--- config.mk ---
export PLATFORM = sky130hd
export DESIGN_NAME = gradient_seq_flat
export DESIGN_NICKNAME = d
export VERILOG_FILES = /design/src/rtl/gradient_pkg.sv /design/src/rtl/gradient_seq_if.sv /design/src/rtl/gradient_fade_fsm.sv /design/src/rtl/gradient_seq.sv /design/src/flat_wrapper.sv
export SDC_FILE = /design/constraint.sdc
export NUM_CORES = 1
export LEC_CHECK = 0
export BUFFER_PORTS_ARGS = -buffer_cell sky130_fd_sc_hd__buf_4
export CAP_MARGIN = 5
export CORE_MARGIN = 5
export CORE_UTILIZATION = 45
export CTS_CLUSTER_SIZE = 24
export DETAILED_ROUTE_END_ITERATION = 10
export PLACE_DENSITY = 0.8
export SLEW_MARGIN = 15
export SYNTH_ARGS = -nofsm -noshare
export SYNTH_HDL_FRONTEND = slang
export SYNTH_SLANG_ARGS = --single-unit
--- constraint.sdc ---
create_clock -name clk -period 3.2 [get_ports clk]
set_clock_uncertainty 0.15 [all_clocks]
set_input_delay 0.64 -clock clk [delete_from_list [all_inputs] [get_ports clk]]
set_output_delay 0.64 -clock clk [all_outputs]
set_load 0.005 [all_outputs]
--- src/rtl/gradient_pkg.sv ---
// -----------------------------------------------------------------------------
// gradient_pkg
// Shared types and constants for the dithered-gradient sequencer.
//   fade_state_t : fade FSM state encoding
//   LEVEL_W      : width of a ROM level / brightness value
//   LEVEL_MAX    : brightest level (full scale)
//   POS_W        : width of the raster position inputs
// -----------------------------------------------------------------------------
package gradient_pkg;

  localparam int LEVEL_W = 7;
  localparam logic [LEVEL_W-1:0] LEVEL_MAX = 7'd127;
  localparam int POS_W = 10;

  typedef enum logic [1:0] {
    ST_IDLE     = 2'd0,
    ST_FADE_IN  = 2'd1,
    ST_HOLD     = 2'd2,
    ST_FADE_OUT = 2'd3
  } fade_state_t;

endpackage

--- src/rtl/gradient_seq_if.sv ---
// -----------------------------------------------------------------------------
// gradient_seq_if
// Address/data port of the shared dithered-gradient lookup ROM.
//   rom_y     : level address (7 bits)
//   rom_x     : dither-bit select (2 bits)
//   rom_pixel : combinational ROM data for the current rom_y/rom_x
// Modports:
//   master : the sequencer (drives the address, reads the data)
//   slave  : the ROM (reads the address, drives the data)
// -----------------------------------------------------------------------------
interface gradient_seq_if;
  import gradient_pkg::*;

  logic [LEVEL_W-1:0] rom_y;
  logic [1:0]         rom_x;
  logic               rom_pixel;

  modport master (output rom_y, output rom_x, input rom_pixel);
  modport slave  (input rom_y, input rom_x, output rom_pixel);
endinterface

--- src/rtl/gradient_fade_fsm.sv ---
// -----------------------------------------------------------------------------
// gradient_fade_fsm
// Frame-synchronous brightness fade controller: IDLE -> FADE_IN -> HOLD ->
// FADE_OUT -> IDLE. Brightness only moves on frame_start cycles.
// Optional feature macro: GRADIENT_SEQ_LOOP_EN -- when defined, FADE_OUT
// reaching 0 goes straight back to FADE_IN so the sequence repeats forever.
// Ports:
//   clk, rst    : clock, synchronous active-high reset
//   frame_start : one-cycle pulse at the start of each frame
//   start       : one-cycle request to begin a fade (ignored while busy)
//   busy        : high in any state other than IDLE
//   brightness  : current fade brightness b
// -----------------------------------------------------------------------------
module gradient_fade_fsm
  import gradient_pkg::*;
#(
  parameter int FADE_STEP   = 1,
  parameter int HOLD_FRAMES = 60
) (
  input  logic               clk,
  input  logic               rst,
  input  logic               frame_start,
  input  logic               start,
  output logic               busy,
  output logic [LEVEL_W-1:0] brightness
);

  localparam int HC_W = (HOLD_FRAMES > 1) ? $clog2(HOLD_FRAMES) : 1;
  localparam logic [HC_W-1:0]    HOLD_LAST = HC_W'(HOLD_FRAMES - 1);
  localparam logic [LEVEL_W:0]   STEP_W    = (LEVEL_W + 1)'(FADE_STEP);
  localparam logic [LEVEL_W-1:0] STEP_N    = LEVEL_W'(FADE_STEP);

  fade_state_t        r_state, w_state_next;
  logic [LEVEL_W-1:0] r_b, w_b_next;
  logic [HC_W-1:0]    r_hold_cnt, w_hold_cnt_next;

  logic [LEVEL_W:0]   w_sum;
  logic [LEVEL_W-1:0] w_up;
  logic [LEVEL_W-1:0] w_down;

  // Saturating step in both directions; one extra bit catches the upward carry.
  assign w_sum  = {1'b0, r_b} + STEP_W;
  assign w_up   = (w_sum > {1'b0, LEVEL_MAX}) ? LEVEL_MAX : w_sum[LEVEL_W-1:0];
  assign w_down = (r_b > STEP_N) ? (r_b - STEP_N) : '0;

  always_ff @(posedge clk) begin
    if (rst) begin
      r_state    <= ST_IDLE;
      r_b        <= '0;
      r_hold_cnt <= '0;
    end else begin
      r_state    <= w_state_next;
      r_b        <= w_b_next;
      r_hold_cnt <= w_hold_cnt_next;
    end
  end

  always_comb begin
    w_state_next    = r_state;
    w_b_next        = r_b;
    w_hold_cnt_next = r_hold_cnt;
    case (r_state)
      ST_IDLE: begin
        w_b_next = '0;
        // A start coincident with frame_start only changes state; the
        // first brightness step waits for the following frame_start.
        if (start) w_state_next = ST_FADE_IN;
      end
      ST_FADE_IN: begin
        if (frame_start) begin
          w_b_next = w_up;
          if (w_up == LEVEL_MAX) begin
            w_state_next    = ST_HOLD;
            w_hold_cnt_next = '0;
          end
        end
      end
      ST_HOLD: begin
        if (frame_start) begin
          if (r_hold_cnt == HOLD_LAST) w_state_next = ST_FADE_OUT;
          else w_hold_cnt_next = r_hold_cnt + 1'b1;
        end
      end
      ST_FADE_OUT: begin
        if (frame_start) begin
          w_b_next = w_down;
          if (w_down == '0) begin
`ifdef GRADIENT_SEQ_LOOP_EN
            w_state_next = ST_FADE_IN;
`else
            w_state_next = ST_IDLE;
`endif
          end
        end
      end
      default: w_state_next = ST_IDLE;
    endcase
  end

  assign busy       = (r_state != ST_IDLE);
  assign brightness = r_b;

endmodule

--- src/rtl/gradient_seq.sv ---
// -----------------------------------------------------------------------------
// gradient_seq
// Sequencer for the shared dithered-gradient ROM. Maps raster position plus
// the current fade brightness to a registered ROM address, and returns the
// ROM bit two cycles after the position was sampled, qualified by pix_valid.
// Optional feature macro: GRADIENT_SEQ_LOOP_EN (see gradient_fade_fsm).
// Ports:
//   clk, rst        : clock, synchronous active-high reset
//   frame_start     : one-cycle pulse at the start of each frame
//   pix_valid       : active-display qualifier for hpos/vpos
//   hpos, vpos      : raster column / row
//   start           : one-cycle request to begin a fade sequence
//   rom             : ROM port (master side: rom_y, rom_x out; rom_pixel in)
//   pixel_out       : final pixel, 0 whenever pixel_valid_out is 0
//   pixel_valid_out : pix_valid delayed to align with pixel_out
//   busy            : fade FSM not idle
//   brightness      : current fade brightness b
// -----------------------------------------------------------------------------
module gradient_seq
  import gradient_pkg::*;
#(
  parameter int FADE_STEP   = 1,
  parameter int HOLD_FRAMES = 60
) (
  input  logic               clk,
  input  logic               rst,
  input  logic               frame_start,
  input  logic               pix_valid,
  input  logic [POS_W-1:0]   hpos,
  input  logic [POS_W-1:0]   vpos,
  input  logic               start,
  gradient_seq_if.master     rom,
  output logic               pixel_out,
  output logic               pixel_valid_out,
  output logic               busy,
  output logic [LEVEL_W-1:0] brightness
);

  logic [LEVEL_W-1:0] w_b;
  logic [LEVEL_W-1:0] w_base;
  logic [LEVEL_W-1:0] w_d;
  logic [LEVEL_W-1:0] w_level;
  logic               w_unused_pos;

  logic [LEVEL_W-1:0] r_rom_y;
  logic [1:0]         r_rom_x;
  logic               r_valid1;
  logic               r_pixel_out;
  logic               r_pixel_valid;

  gradient_fade_fsm #(
    .FADE_STEP   (FADE_STEP),
    .HOLD_FRAMES (HOLD_FRAMES)
  ) u_fsm (
    .clk         (clk),
    .rst         (rst),
    .frame_start (frame_start),
    .start       (start),
    .busy        (busy),
    .brightness  (w_b)
  );

  // Four rows share one level; the darker the fade, the further the whole
  // gradient is shifted down, clamping at level 0 instead of wrapping.
  assign w_base  = vpos[8:2];
  assign w_d     = LEVEL_MAX - w_b;
  assign w_level = (w_base >= w_d) ? (w_base - w_d) : '0;

  // Position bits that do not take part in the lookup.
  assign w_unused_pos = ^{vpos[9], vpos[1], hpos[POS_W-1:1]};

  always_ff @(posedge clk) begin
    if (rst) begin
      r_rom_y       <= '0;
      r_rom_x       <= '0;
      r_valid1      <= 1'b0;
      r_pixel_out   <= 1'b0;
      r_pixel_valid <= 1'b0;
    end else begin
      r_rom_y       <= w_level;
      r_rom_x       <= {vpos[0], hpos[0]};
      r_valid1      <= pix_valid;
      r_pixel_out   <= rom.rom_pixel & r_valid1;
      r_pixel_valid <= r_valid1;
    end
  end

  assign rom.rom_y       = r_rom_y;
  assign rom.rom_x       = r_rom_x;
  assign pixel_out       = r_pixel_out;
  assign pixel_valid_out = r_pixel_valid;
  assign brightness      = w_b;

endmodule

--- src/flat_wrapper.sv ---
// flat-port wrapper written by rule: the top's interface ports become plain ports
module gradient_seq_flat import gradient_pkg::*;
#(
  parameter int FADE_STEP   = 1,
  parameter int HOLD_FRAMES = 60
)
  (clk, rst, frame_start, pix_valid, hpos, vpos, start, pixel_out, pixel_valid_out, busy, brightness, rom_rom_y, rom_rom_x, rom_rom_pixel);
  gradient_seq_if rom_i ();
  input  logic clk;
  input  logic rst;
  input  logic frame_start;
  input  logic pix_valid;
  input  logic [POS_W-1:0] hpos;
  input  logic [POS_W-1:0] vpos;
  input  logic start;
  output logic pixel_out;
  output logic pixel_valid_out;
  output logic busy;
  output logic [LEVEL_W-1:0] brightness;
  output wire logic [$bits(rom_i.rom_y)-1:0] rom_rom_y;
  output wire logic [$bits(rom_i.rom_x)-1:0] rom_rom_x;
  input wire logic [$bits(rom_i.rom_pixel)-1:0] rom_rom_pixel;
  assign rom_rom_y = rom_i.rom_y;
  assign rom_rom_x = rom_i.rom_x;
  assign rom_i.rom_pixel = rom_rom_pixel;
  gradient_seq #(.FADE_STEP(FADE_STEP), .HOLD_FRAMES(HOLD_FRAMES)) u_core (.clk(clk), .rst(rst), .frame_start(frame_start), .pix_valid(pix_valid), .hpos(hpos), .vpos(vpos), .start(start), .rom(rom_i), .pixel_out(pixel_out), .pixel_valid_out(pixel_valid_out), .busy(busy), .brightness(brightness));
endmodule
Yosys cells after proc, flatten, opt, wreduce, memory -nomap -nowiden
Cells that the tools add are included.
- register bits: 27
- bits of input ports: 26
- output and inout bits: 19
- word-level logic and storage cells: 58
- add/subtract/negate cells: 5
- $lt $le $gt $ge: 3
- equality and inequality tests: 13
- muxes and demuxes: 18
- bitwise gates (word level): 2
- reductions and logical operators: 9
- operators by type and width (cell ; count):
    two-way mux 7 bit ; 4
    two-way mux 6 bit ; 4
    case mux 7 bit (3 select lines) ; 1
    != test 2 bit, second input constant ; 8
    two-way mux 2 bit ; 7
    case mux 6 bit (2 select lines) ; 1
    adder 7 x 1 -> 8 bit, second input constant ; 1
    > comparator 8 x 7 -> 1 bit, second input constant ; 1
    case mux 2 bit (4 select lines) ; 1
    == test 7 bit, second input constant ; 1
    greater-or-equal comparator 7 bit ; 1
    > comparator 7 x 1 -> 1 bit, second input constant ; 1
    zero test 7 bit ; 1
    AND reduction 7 bit ; 1
    subtractor 7 x 1 -> 7 bit, second input constant ; 1
    subtractor 7 bit ; 1
    subtractor 7 bit, first input constant ; 1
    adder 6 x 1 -> 6 bit, second input constant ; 1
    == test 6 bit, second input constant ; 1
    AND reduction 5 bit ; 1
    == test 2 bit, second input constant ; 2
    nonzero test 2 bit ; 2
    AND reduction 3 bit ; 1
    nonzero test 3 bit ; 1
    other kinds (5) ; 5

Longest topological paths before layout
Gate-level depths: netlist of the first run.
- depth in word-level cells: 7
- gate-level depth with buffers: 11
- mapped depth without buffers: 10

Cells and area by module
Synthesis of the first run repeated with hierarchy kept, for this count alone.
- cell total of the unflattened synthesis: 227
- area total of the unflattened synthesis: 1966.9 µm²
- modules (own cells, without submodules) (module ; times used ; cells an instance ; area each (µm²) ; sequential area each (µm²)):
    gradient_fade_fsm ; 1 ; 154 ; 1217.4 ; 300.3
    gradient_seq ; 1 ; 73 ; 749.5 ; 240.2

Worst setup path before layout of the first run
No wires, ideal clock.
- path type: input -> register
- start: input vpos[2]
- end: register u_core.r_rom_y[6] (netlist: u_core.rom.rom_y[6])
- arrival time: 2037 ps
- setup slack: 878 ps
- stages on the path: 10
- buffers on the path: 0
- path through: inv_1 -> ha_1 -> inv_1 -> fa_1 -> a21o_1 -> a21oi_1 -> o21bai_1 -> a21oi_1 -> xor2_1 -> nor2_1
- word-level cells in the longest chain between the ends: 3
- ends and longest elaborated chain (element ; RTL line ; RTL):
    start: declaration ; flat_wrapper.sv:14 ; input logic [POS_W-1:0] vpos;
    greater-or-equal comparator 7 bit ; gradient_seq.sv:67 ; assign w_level = (w_base >= w_d) ? (w_base - w_d) : '0;
    NOT 1 bit (no source line) ; n/a ;
    OR reduction 2 bit (no source line) ; n/a ;
    end signal: assignment ; gradient_seq.sv:80 ; r_rom_y <= w_level;
    end: declaration ; gradient_seq.sv:45 ; logic [LEVEL_W-1:0] r_rom_y;
Parallel ways exist; a longest one is shown, timed or not.
A chain may end at the register's enable or synchronous reset.

Final worst setup path of the first run
- start: register u_core.u_fsm.r_b[1] (netlist: u_core.u_fsm.brightness[1])
- end: register u_core.r_rom_y[3] (netlist: u_core.rom.rom_y[3])
- word-level cells in the longest chain between the ends: 4
- ends and longest elaborated chain (element ; RTL line ; RTL):
    start: declaration ; gradient_fade_fsm.sv:34 ; logic [LEVEL_W-1:0] r_b, w_b_next;
    start signal: assignment ; gradient_fade_fsm.sv:53 ; r_b <= w_b_next;
    subtractor 7 bit (*) ; gradient_seq.sv:66 ; assign w_d = LEVEL_MAX - w_b;
    greater-or-equal comparator 7 bit ; gradient_seq.sv:67 ;
    NOT 1 bit (no source line) ; n/a ;
    OR reduction 2 bit (no source line) ; n/a ;
Mark *: on every way between the ends. The rest lies on a longest branch, timed or not.

==> results_tabular.tex, run 1 <==
\begin{tabular}{lr}
\hline
Metric & Value \\
\hline
\multicolumn{2}{l}{\textbf{Drt}} \\
Residual antenna-violating net count after detailed routing & 0 \\
Via count & between 1.5k and 2k \\
Routed wirelength normalized by instance count & 13.6 µm \\
Total detailed-routing wirelength & 4.01 mm \\
Number of remaining DRC errors & 0 \\
DR vias/cell & 5.59 \\
Number of detailed-route iterations in the first pass & 4 \\
Iteration-0 DRC Markers & approximately 80 \\
\multicolumn{2}{l}{\textbf{STA}} \\
Total count of max-transition violations in the final report & 0 \\
Top achievable clock speed & slightly below 400 MHz \\
Final-layout setup total negative slack & 0 ps \\
Period utilization & 0.801 \\
Relative slew slack & 0.615 \\
Count of final setup violators & 0 \\
Total count of hold-check failures in the final report & 0 \\
Setup repair after global routing missed its margin & false \\
Slew at the pin closest to its max-slew limit & between 500 and 600 ps \\
Time the final worst path needs with I/O delays and setup & between 2000 and 3000 ps \\
\multicolumn{2}{l}{\textbf{Clocking}} \\
TritonCTS clock tree & done \\
Total clock sinks & 27 \\
Maximum count of clock buffers along a single path & 2 \\
Buffers inserted during post-CTS setup optimization & 0 \\
Clock transition at the registers of the reported paths & roughly 100 ps \\
Worst skew pair latency & $\sim$280 ps \\
Total of cells resized after clock tree synthesis & 0 \\
H-tree level count & 1 \\
Hold-fix buffers, CTS & 0 \\
Total clock buffers created by CTS & 3 \\
Root buf cell & clkbuf\_8 \\
\multicolumn{2}{l}{\textbf{Yosys}} \\
Leading cell type by number of instances after synthesis & dfxtp\_1 \\
XOR/XNOR share of the synthesized area & 0.0387 \\
Mux cell area share after synthesis & 0.0118 \\
Asr flop ratio synth & 0 \\
Share of synthesized cell area in and, or, nand and nor gates & 0.211 \\
Post-Synthesis Cell Area & $\sim$0.0018 mm² \\
Number of enable flip-flop cells after synthesis & 0 \\
List of most frequent post-synthesis cells & dfxtp\_1, nor2\_1, inv\_1, ha\_1, o21ai\_0 \\
Fraction of the mapped netlist area in adder cells & 0.122 \\
Yosys top cell by area & dfxtp\_1 \\
Top cells by area, synth & dfxtp\_1, ha\_1, nor2\_1, inv\_1, o21ai\_0 \\
Yosys warns & 0 \\
Sequential fraction of the synthesis area & 0.299 \\
Per-instance average area after synthesis & between 8 and 9 µm² \\
Distinct cell type count of the synthesized netlist & 55 \\
Compound-cell area share of the yosys netlist & 0.250 \\
Top flip-flop cell by instance count after synthesis & dfxtp\_1 \\
Synthesized netlist net count & 258 \\
Number of storage elements in the synthesis netlist & 27 \\
Instance count of the mapped netlist & between 200 and 250 \\
Largest family of logic cells by synthesized area & compound AO/OA/AOI/OAI gates \\
Share of the synthesized area in the top cell type & 0.299 \\
\multicolumn{2}{l}{\textbf{Hold path}} \\
Worst min-delay path startpoint & u\_core.r\_valid1\$\_SDFF\_PP0\_ \\
WHS Path Cells & 1 \\
WHS Endpoint & u\_core.pixel\_valid\_out\$\_SDFF\_PP0\_ \\
Min-Delay Path Class & flip-flop to flip-flop \\
\multicolumn{2}{l}{\textbf{Power}} \\
Ratio of total power to cell area & roughly 550 mW/mm² \\
Leak Pwr & $\sim$0.9 nW \\
Maximum vdd drop & roughly 0.00036 V \\
\multicolumn{2}{l}{\textbf{Setup path}} \\
R2r endpoint & u\_core.rom.rom\_y[3]\$\_SDFF\_PP0\_ \\
Data arrival time at the worst-slack endpoint & approximately 2600 ps \\
Req. time, crit path & around 3200 ps \\
Maximum fanout along the worst path & 10 \\
Category of the worst setup path capture point & flip-flop \\
Flop2flop setup slack & between 600 and 700 ps \\
Worst Path Class, Setup & flip-flop to flip-flop \\
Reg-to-reg startpoint & u\_core.u\_fsm.brightness[1]\$\_SDFFE\_PP0P\_ \\
Kind of start point of the critical path & flip-flop \\
Number of cell instances on the worst register-to-register path & 7 \\
\multicolumn{2}{l}{\textbf{Die}} \\
Starting density of the core & 0.459 \\
Die X-Extent & $\sim$73 µm \\
Core outline area & 0.00394 mm² \\
Row Count & 23 \\
Top-Level Pins & 45 \\
Total die area & 0.00539 mm² \\
Vertical extent of the die & around 73 µm \\
\multicolumn{2}{l}{\textbf{Placed design}} \\
Post-Place Cells & 291 \\
DP Wirelength & $\sim$3.0 mm \\
Port bufs & 33 \\
Final weighted congestion of routability-driven global placement & a little over 0.8 \\
\multicolumn{2}{l}{\textbf{Layout}} \\
Number of fillers in the final layout & 365 \\
Number of cells in the finished layout apart from fillers & 295 \\
Final-stage net count & 289 \\
Multi-input gate area & between 0.001 and 0.0015 mm² \\
Seq. cell area & 541 µm² \\
Final antenna diode count & 0 \\
Share of final-layout standard cells stronger than drive strength 1 & 0.200 \\
Area overhead of the layout relative to synthesis & 17.2\% \\
\multicolumn{2}{l}{\textbf{Global routing}} \\
Pin count of the biggest net entering global routing & 18 \\
Overflow left after global routing & 0 \\
Vias in the first global route & roughly 1.6k \\
Total Routing Usage GR & 0.159 \\
Number of antenna violations at the first check in global routing & 0 \\
Global-route wire length before repair & roughly 6.9 mm \\
\multicolumn{2}{l}{\textbf{Status}} \\
Run status & completed \\
\multicolumn{2}{l}{\textbf{Run}} \\
MaxCap Viol Count & 0 \\
\hline
\end{tabular}
[through the flow]
stage	utilization	instance area (µm²)	power [W]	hold slack, ps	worst slack (ps)
detailed placement	0.527	2080	0.000978	303	488
floorplan	-	1810	0.000828	289	878
CTS	0.538	2120	0.00118	311	631
finish	0.538	2120	0.00117	300	636
global route	0.538	2120	0.00127	331	335
global placement	0.527	2080	0.000961	297	518
[layer usage]
metal / share of wire / track usage
met1: 0.41 / 0.190
met2: 0.49 / 0.282
met3: 0.085 / 0.0397
met4: 0.0085 / 0.0423
met5: 0 / 0
[area by class of cell]
class	count	area share
clock buffers	4	0.0212
inverters	19	0.0336
multi-input cells	161	0.540
flip-flops and latches	27	0.255
well taps	50	0.0295
repair buffers	34	0.120
[worst max-delay path, stage by stage (launching register included)]
cell and delay (ps):
dfxtp_1 600, ha_1 340, nor2b_1 140, o21a_1 170
o21ai_0 270, a21oi_1 140, o221ai_1 500, nor3b_1 120
[cells by family (layout without fill, tap and decap cells)]
logic type | count (synthesis) | in the layout
compound gates | 64 | 64
buf+inv | 27 | 57
xor+xnor | 8 | 8
fa+ha+maj | 17 | 17
flops | 27 | 27
mux | 2 | 2
simple gates | 70 | 70
[flip-flops by register name, indices dropped and copies added (netlist names)]
name / count
u_core.u_fsm.brightness: 7
u_core.u_fsm.r_state: 2
u_core.rom.rom_y: 7
u_core.pixel_valid_out: 1
u_core.pixel_out: 1
u_core.rom.rom_x: 2
u_core.r_valid1: 1
u_core.u_fsm.r_hold_cnt: 6
[placed cells by master (no fill, tap or decap), types with 3 or more instances in the layout]
cell type | synthesis | routed
buf_4 | 1 | 34
dfxtp_1 | 27 | 27
nor2_1 | 20 | 20
inv_1 | 19 | 19
ha_1 | 16 | 16
o21ai_0 | 14 | 14
a21oi_1 | 13 | 13
nand2_1 | 11 | 11
nor3_1 | 9 | 9
nor2b_1 | 7 | 7
xnor2_1 | 6 | 6
a211oi_1 | 4 | 4
nand3_1 | 4 | 4
and2_1 | 4 | 4
a21o_1 | 3 | 3
o211ai_1 | 3 | 3
clkbuf_8 | 0 | 3
[how the worst max path moves through the flow]
stage / start / to / slack (ps)
global placement: vpos[3] / u_core.rom.rom_y[3]$_SDFF_PP0_ / 520
finish: u_core.u_fsm.brightness[1]$_SDFFE_PP0P_ / u_core.rom.rom_y[3]$_SDFF_PP0_ / 640
floorplan: vpos[2] / u_core.rom.rom_y[6]$_SDFF_PP0_ / 880
detailed placement: vpos[3] / u_core.rom.rom_y[0]$_SDFF_PP0_ / 490
global route: u_core.u_fsm.brightness[1]$_SDFFE_PP0P_ / u_core.rom.rom_y[0]$_SDFF_PP0_ / 330
CTS: u_core.u_fsm.brightness[1]$_SDFFE_PP0P_ / u_core.rom.rom_y[0]$_SDFF_PP0_ / 630
[where the power goes]
part | switching [W] | internal (W)
Clock | 0.000109 | 0.0000895
Combinational | 0.000306 | 0.000238
Sequential | 0.0000599 | 0.000365
Total | 0.000474 | 0.000693
Power figures use the tool's default switching activity.
==> run 2, diff against run 1 <==
Settings changed: PLACE_DENSITY 0.8 to 0.83.
Clock period 3.2 ns to 2.15 ns, I/O delays scaled along.
==> run 2 against run 1 <==
  * Wire length grew 17%
  * Sequential share of layout area shrank 2.5 points
  * Utilization grew 6.9 points
  * Maximum frequency grew 23%
  * Critical path depth is the same
  * Sequential power grew 46%
  * Critical endpoint is now u_core.u_fsm.r_hold_cnt[2]$_SDFFE_PP0P_
==> results_tabular.tex, run 2 (same netlist as run 1, synthesis figures left out) <==
\begin{tabular}{lr}
\hline
Metric & Value \\
\hline
\multicolumn{2}{l}{\textbf{Drt}} \\
Residual antenna-violating net count after detailed routing & 0 (unchanged) \\
Number of detailed-route iterations in the first pass & 6 (+2) \\
Iteration-0 DRC Markers & 64 (-18\%) \\
DR vias/cell & 5.53 (-1.1\%) \\
Via count & 1,775 (+7.6\%) \\
Routed wirelength normalized by instance count & 14.6 µm (+7.3\%) \\
Total detailed-routing wirelength & 4.68 mm (+17\%) \\
Number of remaining DRC errors & 0 (unchanged) \\
\multicolumn{2}{l}{\textbf{STA}} \\
Relative slew slack & 0.642 (+0.0268) \\
Slew at the pin closest to its max-slew limit & 537 ps (-40.3 ps) \\
Time the final worst path needs with I/O delays and setup & 2080 ps (-479 ps) \\
Total count of max-transition violations in the final report & 0 (unchanged) \\
Count of final setup violators & 0 (unchanged) \\
Total count of hold-check failures in the final report & 0 (unchanged) \\
Top achievable clock speed & 480 MHz (+23\%) \\
Period utilization & 0.970 (+0.168) \\
\multicolumn{2}{l}{\textbf{Placed design}} \\
Final weighted congestion of routability-driven global placement & 0.929 (+14\%) \\
Post-Place Cells & 315 (+8.2\%) \\
DP Wirelength & 3.47 mm (+15\%) \\
Port bufs & 33 (unchanged) \\
\multicolumn{2}{l}{\textbf{Layout}} \\
Final antenna diode count & 0 (unchanged) \\
Share of final-layout standard cells stronger than drive strength 1 & 0.336 (+0.136) \\
Number of cells in the finished layout apart from fillers & 321 (+8.8\%) \\
Area overhead of the layout relative to synthesis & 32.3\% \\
Number of fillers in the final layout & 340 (-6.8\%) \\
Most frequent standard cell in the layout excluding fill and tap cells & buf\_4 \\
Final-stage net count & 315 (+9.0\%) \\
Most frequent cells in the layout & buf\_4, dfxtp\_1, nor2\_1, inv\_1, ha\_1 \\
\multicolumn{2}{l}{\textbf{Power}} \\
Leak Pwr & 1.04 nW (+15\%) \\
Maximum vdd drop & 0.000581 V (+62\%) \\
Ratio of total power to cell area & 833 mW/mm² (+51\%) \\
Final Total Pwr & 0.00199 W (+71\%) \\
\multicolumn{2}{l}{\textbf{Clocking}} \\
Total clock buffers created by CTS & 3 (unchanged) \\
Root buf cell & clkbuf\_8 \\
TritonCTS clock tree & done \\
Total clock sinks & 27 (unchanged) \\
Clock transition at the registers of the reported paths & 100 ps (about the same) \\
H-tree level count & 1 (unchanged) \\
Worst skew pair latency & 280 ps (about the same) \\
Maximum count of clock buffers along a single path & 2 (unchanged) \\
\multicolumn{2}{l}{\textbf{Die}} \\
Die X-Extent & 73.4 µm (unchanged) \\
Core outline area & 0.00394 mm² (unchanged) \\
Total die area & 0.00539 mm² (unchanged) \\
Row Count & 23 (unchanged) \\
Starting density of the core & 0.459 (unchanged) \\
Top-Level Pins & 45 (unchanged) \\
Vertical extent of the die & 73.4 µm (unchanged) \\
\multicolumn{2}{l}{\textbf{Global routing}} \\
Global-route wire length before repair & 7.62 mm (+11\%) \\
Overflow left after global routing & 0 (unchanged) \\
Number of antenna violations at the first check in global routing & 0 (unchanged) \\
Vias in the first global route & 1,753 (+10\%) \\
Pin count of the biggest net entering global routing & 18 (unchanged) \\
Total Routing Usage GR & 0.175 (+0.0166) \\
\multicolumn{2}{l}{\textbf{Setup path}} \\
Kind of start point of the critical path & flip-flop \\
Req. time, crit path & 2220 ps (-980 ps) \\
Category of the worst setup path capture point & flip-flop \\
Cell-by-cell trace of the critical path & buf\_12 > and4\_2 > nand2\_1 > o21ai\_1 > o21bai\_4 > or4\_4 > a21oi\_2 \\
Longest individual stage delay on the worst path & 430 ps (-170 ps) \\
Data arrival time at the worst-slack endpoint & 2160 ps (-410 ps) \\
Max stage delay cell, worst path & or4\_4 \\
Maximum fanout along the worst path & 9 (-1) \\
Worst Path Class, Setup & flip-flop to flip-flop \\
\multicolumn{2}{l}{\textbf{Hold path}} \\
Min-Delay Path Class & input port to flip-flop \\
\multicolumn{2}{l}{\textbf{Run}} \\
MaxCap Viol Count & 0 (unchanged) \\
\multicolumn{2}{l}{\textbf{Status}} \\
Run status & completed \\
\hline
\end{tabular}
-- run 2: per-stage QoR --
step | hold WS [ps] | worst slack [ps] | setup TNS, ps | instance area [µm²] | util
after floorplan | 289 | -63.3 | -63.3 | 1810 | -
after global placement | 295 | -94.5 | -585 | 2270 | 0.577
after detailed placement | 302 | -136 | -873 | 2270 | 0.577
after CTS | 206 | -18.5 | -18.5 | 2330 | 0.591
after global routing | 203 | -25.0 | -39.2 | 2390 | 0.607
final | 205 | 65.2 | 0 | 2390 | 0.607
-- run 2: cell type report --
| type | instances | area [µm²] | area share |
|---|---|---|---|
| inverter | 19 | 71.3 | 0.0298 |
| clock buffer | 4 | 45.0 | 0.0188 |
| sequential | 27 | 551 | 0.230 |
| tap | 50 | 62.6 | 0.0261 |
| timing repair buffer | 60 | 463 | 0.193 |
| multi-input combinational | 161 | 1200 | 0.502 |
-- run 2: worst max-delay path, delay by kind of cell (launching register included) --
family	cells	cell delay [ps]
AND/OR/NAND/NOR	3	790
AO/OA/AOI/OAI	3	570
flip-flops	1	400
buffers and inverters	1	130
-- run 2: path summary, 6_finish.rpt --
check,start,endpoint,slack [ps],cells after the start
max,u_core.u_fsm.brightness[0]$_SDFFE_PP0P_,u_core.u_fsm.r_hold_cnt[2]$_SDFFE_PP0P_,70,7
min,rom_rom_pixel,u_core.pixel_out$_SDFF_PP0_,200,2
min reg2reg,u_core.r_valid1$_SDFF_PP0_,u_core.pixel_valid_out$_SDFF_PP0_,310,1
max reg2reg,u_core.u_fsm.brightness[0]$_SDFFE_PP0P_,u_core.u_fsm.r_hold_cnt[2]$_SDFFE_PP0P_,70,7
-- run 2: routing by layer --
layer / vias up / global-route usage / part of all wire
li1: 884 / - / -
met1: 836 / 0.205 / 0.40
met2: 48 / 0.323 / 0.53
met3: 7 / 0.0369 / 0.056
met4: 0 / 0.0443 / 0.0088
met5: - / 0 / 0
-- run 2: power breakdown --
group	leakage (nW)	internal (W)	switching, W
registers	0.222	0.000554	0.0000673
clock network	0.0228	0.000133	0.000169
logic	0.792	0.000512	0.000557
total	1.04	0.00120	0.000794
-- run 2: timing repair --
| item | in CTS | in global routing |
|---|---|---|
| setup buffers | 1 | 1 |
| endpoints found under the setup margin | 3 | 12 |
| gates resized for setup | 2 | 17 |
| pin swaps | 1 | 7 |
| cloned | 0 | 0 |
| hold buffers | 0 | 0 |
==> run 3, diff against run 2 <==
Settings changed: ABC_AREA set to 1, PLACE_DENSITY 0.83 to 0.82.
==> run 3 against run 2 <==
  * Sequential share of layout area fell by 0.27 points
  * Non-clock buffer count decreased by 16
  * Critical path depth increased by 4
  * Highest routed layer unchanged
  * Setup slack better by 93 ps
  * Synthesized cell count grew 37%
  * Via count grew 12%
  * Wire length grew 0.34%
  * Largest cell class unchanged
==> results_tabular.tex, run 3 <==
\begin{tabular}{lr}
\hline
Metric & Value \\
\hline
\multicolumn{2}{l}{\textbf{Drt}} \\
Routed wirelength normalized by instance count & 12.1 µm (-17\%) \\
Number of remaining DRC errors & 0 (unchanged) \\
Total detailed-routing wirelength & 4.69 mm (+0.34\%) \\
Number of detailed-route iterations in the first pass & 4 (-2) \\
Residual antenna-violating net count after detailed routing & 0 (unchanged) \\
DR vias/cell & 5.13 (-7.2\%) \\
Via count & 1,992 (+12\%) \\
Iteration-0 DRC Markers & 72 (+13\%) \\
\multicolumn{2}{l}{\textbf{Yosys}} \\
Asr flop ratio synth & 0 (unchanged) \\
Synthesized netlist net count & 338 (+31\%) \\
Top cells by area, synth & dfxtp\_1, nand2\_1, ha\_1, inv\_1, nor2\_1 \\
Instance count of the mapped netlist & 295 (+37\%) \\
Leading cell type by number of instances after synthesis & nand2\_1 \\
Top flip-flop cell by instance count after synthesis & dfxtp\_1 \\
Yosys top cell by area & dfxtp\_1 \\
Post-Synthesis Cell Area & 0.00194 mm² (+7.2\%) \\
Sequential fraction of the synthesis area & 0.279 (-0.0200) \\
Number of enable flip-flop cells after synthesis & 0 (unchanged) \\
Per-instance average area after synthesis & 6.57 µm² (-22\%) \\
Distinct cell type count of the synthesized netlist & 32 (-42\%) \\
Number of storage elements in the synthesis netlist & 27 (unchanged) \\
List of most frequent post-synthesis cells & nand2\_1, inv\_1, nor2\_1, dfxtp\_1, nand3\_1 \\
Share of the synthesized area in the top cell type & 0.279 (-0.0200) \\
Yosys warns & 0 (unchanged) \\
\multicolumn{2}{l}{\textbf{Setup path}} \\
Category of the worst setup path capture point & flip-flop \\
Req. time, crit path & 2180 ps (-40 ps) \\
Maximum fanout along the worst path & 10 (+1) \\
Beginning of the critical path & u\_core.u\_fsm.brightness[3]\$\_SDFFE\_PP0P\_ \\
Data arrival time at the worst-slack endpoint & 2020 ps (-140 ps) \\
Reg-to-reg startpoint & u\_core.u\_fsm.brightness[3]\$\_SDFFE\_PP0P\_ \\
Worst Path Class, Setup & flip-flop to flip-flop \\
Kind of start point of the critical path & flip-flop \\
\multicolumn{2}{l}{\textbf{Global routing}} \\
Pin count of the biggest net entering global routing & 17 (-1) \\
Number of antenna violations at the first check in global routing & 0 (unchanged) \\
Vias in the first global route & 1,823 (+4.0\%) \\
Global-route wire length before repair & 7.83 mm (+2.7\%) \\
Total Routing Usage GR & 0.172 (-0.00307) \\
Overflow left after global routing & 0 (unchanged) \\
\multicolumn{2}{l}{\textbf{Power}} \\
Sequential fraction of design power & 0.253 (-0.059) \\
Internal power & 0.00152 W (+26\%) \\
Switching fraction of total power & 0.497 (+0.0986) \\
Maximum vdd drop & 0.000442 V (-24\%) \\
Ratio of total power to cell area & 1260 mW/mm² (+52\%) \\
Leak Pwr & 1.24 nW (+19\%) \\
Power spent charging and discharging nets & 0.00150 W (+88\%) \\
Final Total Pwr & 0.00301 W (+51\%) \\
Clock Power Share & 0.101 (-0.051) \\
Proportion of power drawn by combinational gates & 0.646 (+0.110) \\
\multicolumn{2}{l}{\textbf{Layout}} \\
Most frequent cells in the layout & nand2\_1, buf\_4, inv\_1, nor2\_1, dfxtp\_1 \\
Final core area utilization & 0.583 (-0.0238) \\
Share of final-layout standard cells stronger than drive strength 1 & 0.228 (-0.108) \\
Number of cells in the finished layout apart from fillers & 388 (+21\%) \\
Area overhead of the layout relative to synthesis & 22.9\% \\
Final-stage net count & 382 (+21\%) \\
Final antenna diode count & 0 (unchanged) \\
Most frequent standard cell in the layout excluding fill and tap cells & nand2\_1 \\
\multicolumn{2}{l}{\textbf{STA}} \\
Worst path setup slack after routing & 158 ps (+92.7 ps) \\
Relative slew slack & 0.720 (+0.0784) \\
Final-layout setup total negative slack & 0 ps (unchanged) \\
Top achievable clock speed & 502 MHz (+4.7\%) \\
Total count of max-transition violations in the final report & 0 (unchanged) \\
Time the final worst path needs with I/O delays and setup & 1990 ps (-92.7 ps) \\
Total count of hold-check failures in the final report & 0 (unchanged) \\
Period utilization & 0.927 (-0.0431) \\
Count of final setup violators & 0 (unchanged) \\
Slew at the pin closest to its max-slew limit & 419 ps (-118 ps) \\
\multicolumn{2}{l}{\textbf{Clocking}} \\
TritonCTS clock tree & done \\
Total clock sinks & 27 (unchanged) \\
Root buf cell & clkbuf\_8 \\
H-tree level count & 1 (unchanged) \\
Maximum count of clock buffers along a single path & 2 (unchanged) \\
Total clock buffers created by CTS & 3 (unchanged) \\
Hold-fix buffers, CTS & 0 (unchanged) \\
Clock transition at the registers of the reported paths & 100 ps (about the same) \\
Worst skew pair latency & 280 ps (about the same) \\
\multicolumn{2}{l}{\textbf{Placed design}} \\
DP Wirelength & 3.50 mm (+0.94\%) \\
Final weighted congestion of routability-driven global placement & 0.910 (-2.1\%) \\
Minimum setup slack after placement & -81.7 ps (+54.2 ps) \\
Post-Place Cells & 383 (+22\%) \\
Port bufs & 33 (unchanged) \\
\multicolumn{2}{l}{\textbf{Die}} \\
Starting density of the core & 0.475 (+0.0157) \\
Vertical extent of the die & 75.7 µm (+3.1\%) \\
Die X-Extent & 75.7 µm (+3.1\%) \\
Core outline area & 0.00409 mm² (+3.6\%) \\
Top-Level Pins & 45 (unchanged) \\
Total die area & 0.00572 mm² (+6.2\%) \\
Row Count & 23 (unchanged) \\
\multicolumn{2}{l}{\textbf{Hold path}} \\
Worst min-delay path startpoint & hpos[0] \\
Min-Delay Path Class & input port to flip-flop \\
\multicolumn{2}{l}{\textbf{Status}} \\
Run status & completed \\
\multicolumn{2}{l}{\textbf{Run}} \\
MaxCap Viol Count & 0 (unchanged) \\
\hline
\end{tabular}
run 3: through the flow:
step,instance area [µm²],hold WS [ps]
finish,2380,195
global route,2380,200
CTS,2350,199
detailed placement,2300,279
global placement,2300,258
floorplan,1940,253
run 3: cell type report:
cell class / count / area (µm²)
clock buffer: 3 / 41.3
clock inverter: 1 / 7.51
fill: 396 / 1700
inverter: 44 / 165
multi-input combinational: 219 / 1230
sequential: 27 / 542
tap: 50 / 62.6
timing repair buffer: 44 / 334
run 3: routing by layer:
layer,global-route usage,wire length (µm),up-vias
met5,0,0,-
met4,0.0408,67,0
met3,0.0224,242,8
met2,0.297,2220,60
met1,0.228,2170,892
li1,-,-,1032
run 3: critical path, stage by stage, from the launching register on:
cell and delay, ps:
dfxtp_1 590, nand2_2 140, nor2_2 160, nand2_1 70, nand2_1 70, nand2_1 60, nor2_2 110, nand3_2 130
nand2_4 140, nand2_4 80, a21oi_1 140, nor2_1 50
run 3: path summary, 6_finish.rpt:
| path | endpoint | depth (start not counted) | slack [ps] |
|---|---|---|---|
| worst max register to register | u_core.u_fsm.r_hold_cnt[0]$_SDFFE_PP0P_ | 11 | 160 |
| worst min-delay path | u_core.rom.rom_x[0]$_SDFF_PP0_ | 3 | 190 |
| worst min register to register | u_core.pixel_valid_out$_SDFF_PP0_ | 2 | 300 |
| worst max-delay path | u_core.u_fsm.r_hold_cnt[0]$_SDFFE_PP0P_ | 11 | 160 |
run 3: timing repair:
action / 4_1_cts / 5_1_grt
endpoints found under the hold margin: 0 / 0
endpoints found under the setup margin: 0 / 9
setup buffers: 0 / 0
gates resized for setup: 0 / 9
run 3: cell families after synthesis:
kind of cell | count (synthesis) | share of synthesized area
DFF | 27 | 0.279
AOI/OAI and AO/OA | 36 | 0.110
adders and majority gates | 17 | 0.114
buffers and inverters | 50 | 0.101
xor gates and xnor gates | 4 | 0.0181
and+or+nand+nor | 161 | 0.378
run 3: power groups by stage:
stage | logic, W | clock network, W | registers [W]
4_1_cts | 0.00192 | 0.000305 | 0.000755
2_1_floorplan | 0.00135 | 0 | 0.000743
3_5_place_dp | 0.00189 | 0 | 0.000765
5_1_grt | 0.00222 | 0.000331 | 0.000779
3_3_place_gp | 0.00185 | 0 | 0.000760
6_report | 0.00194 | 0.000305 | 0.000760
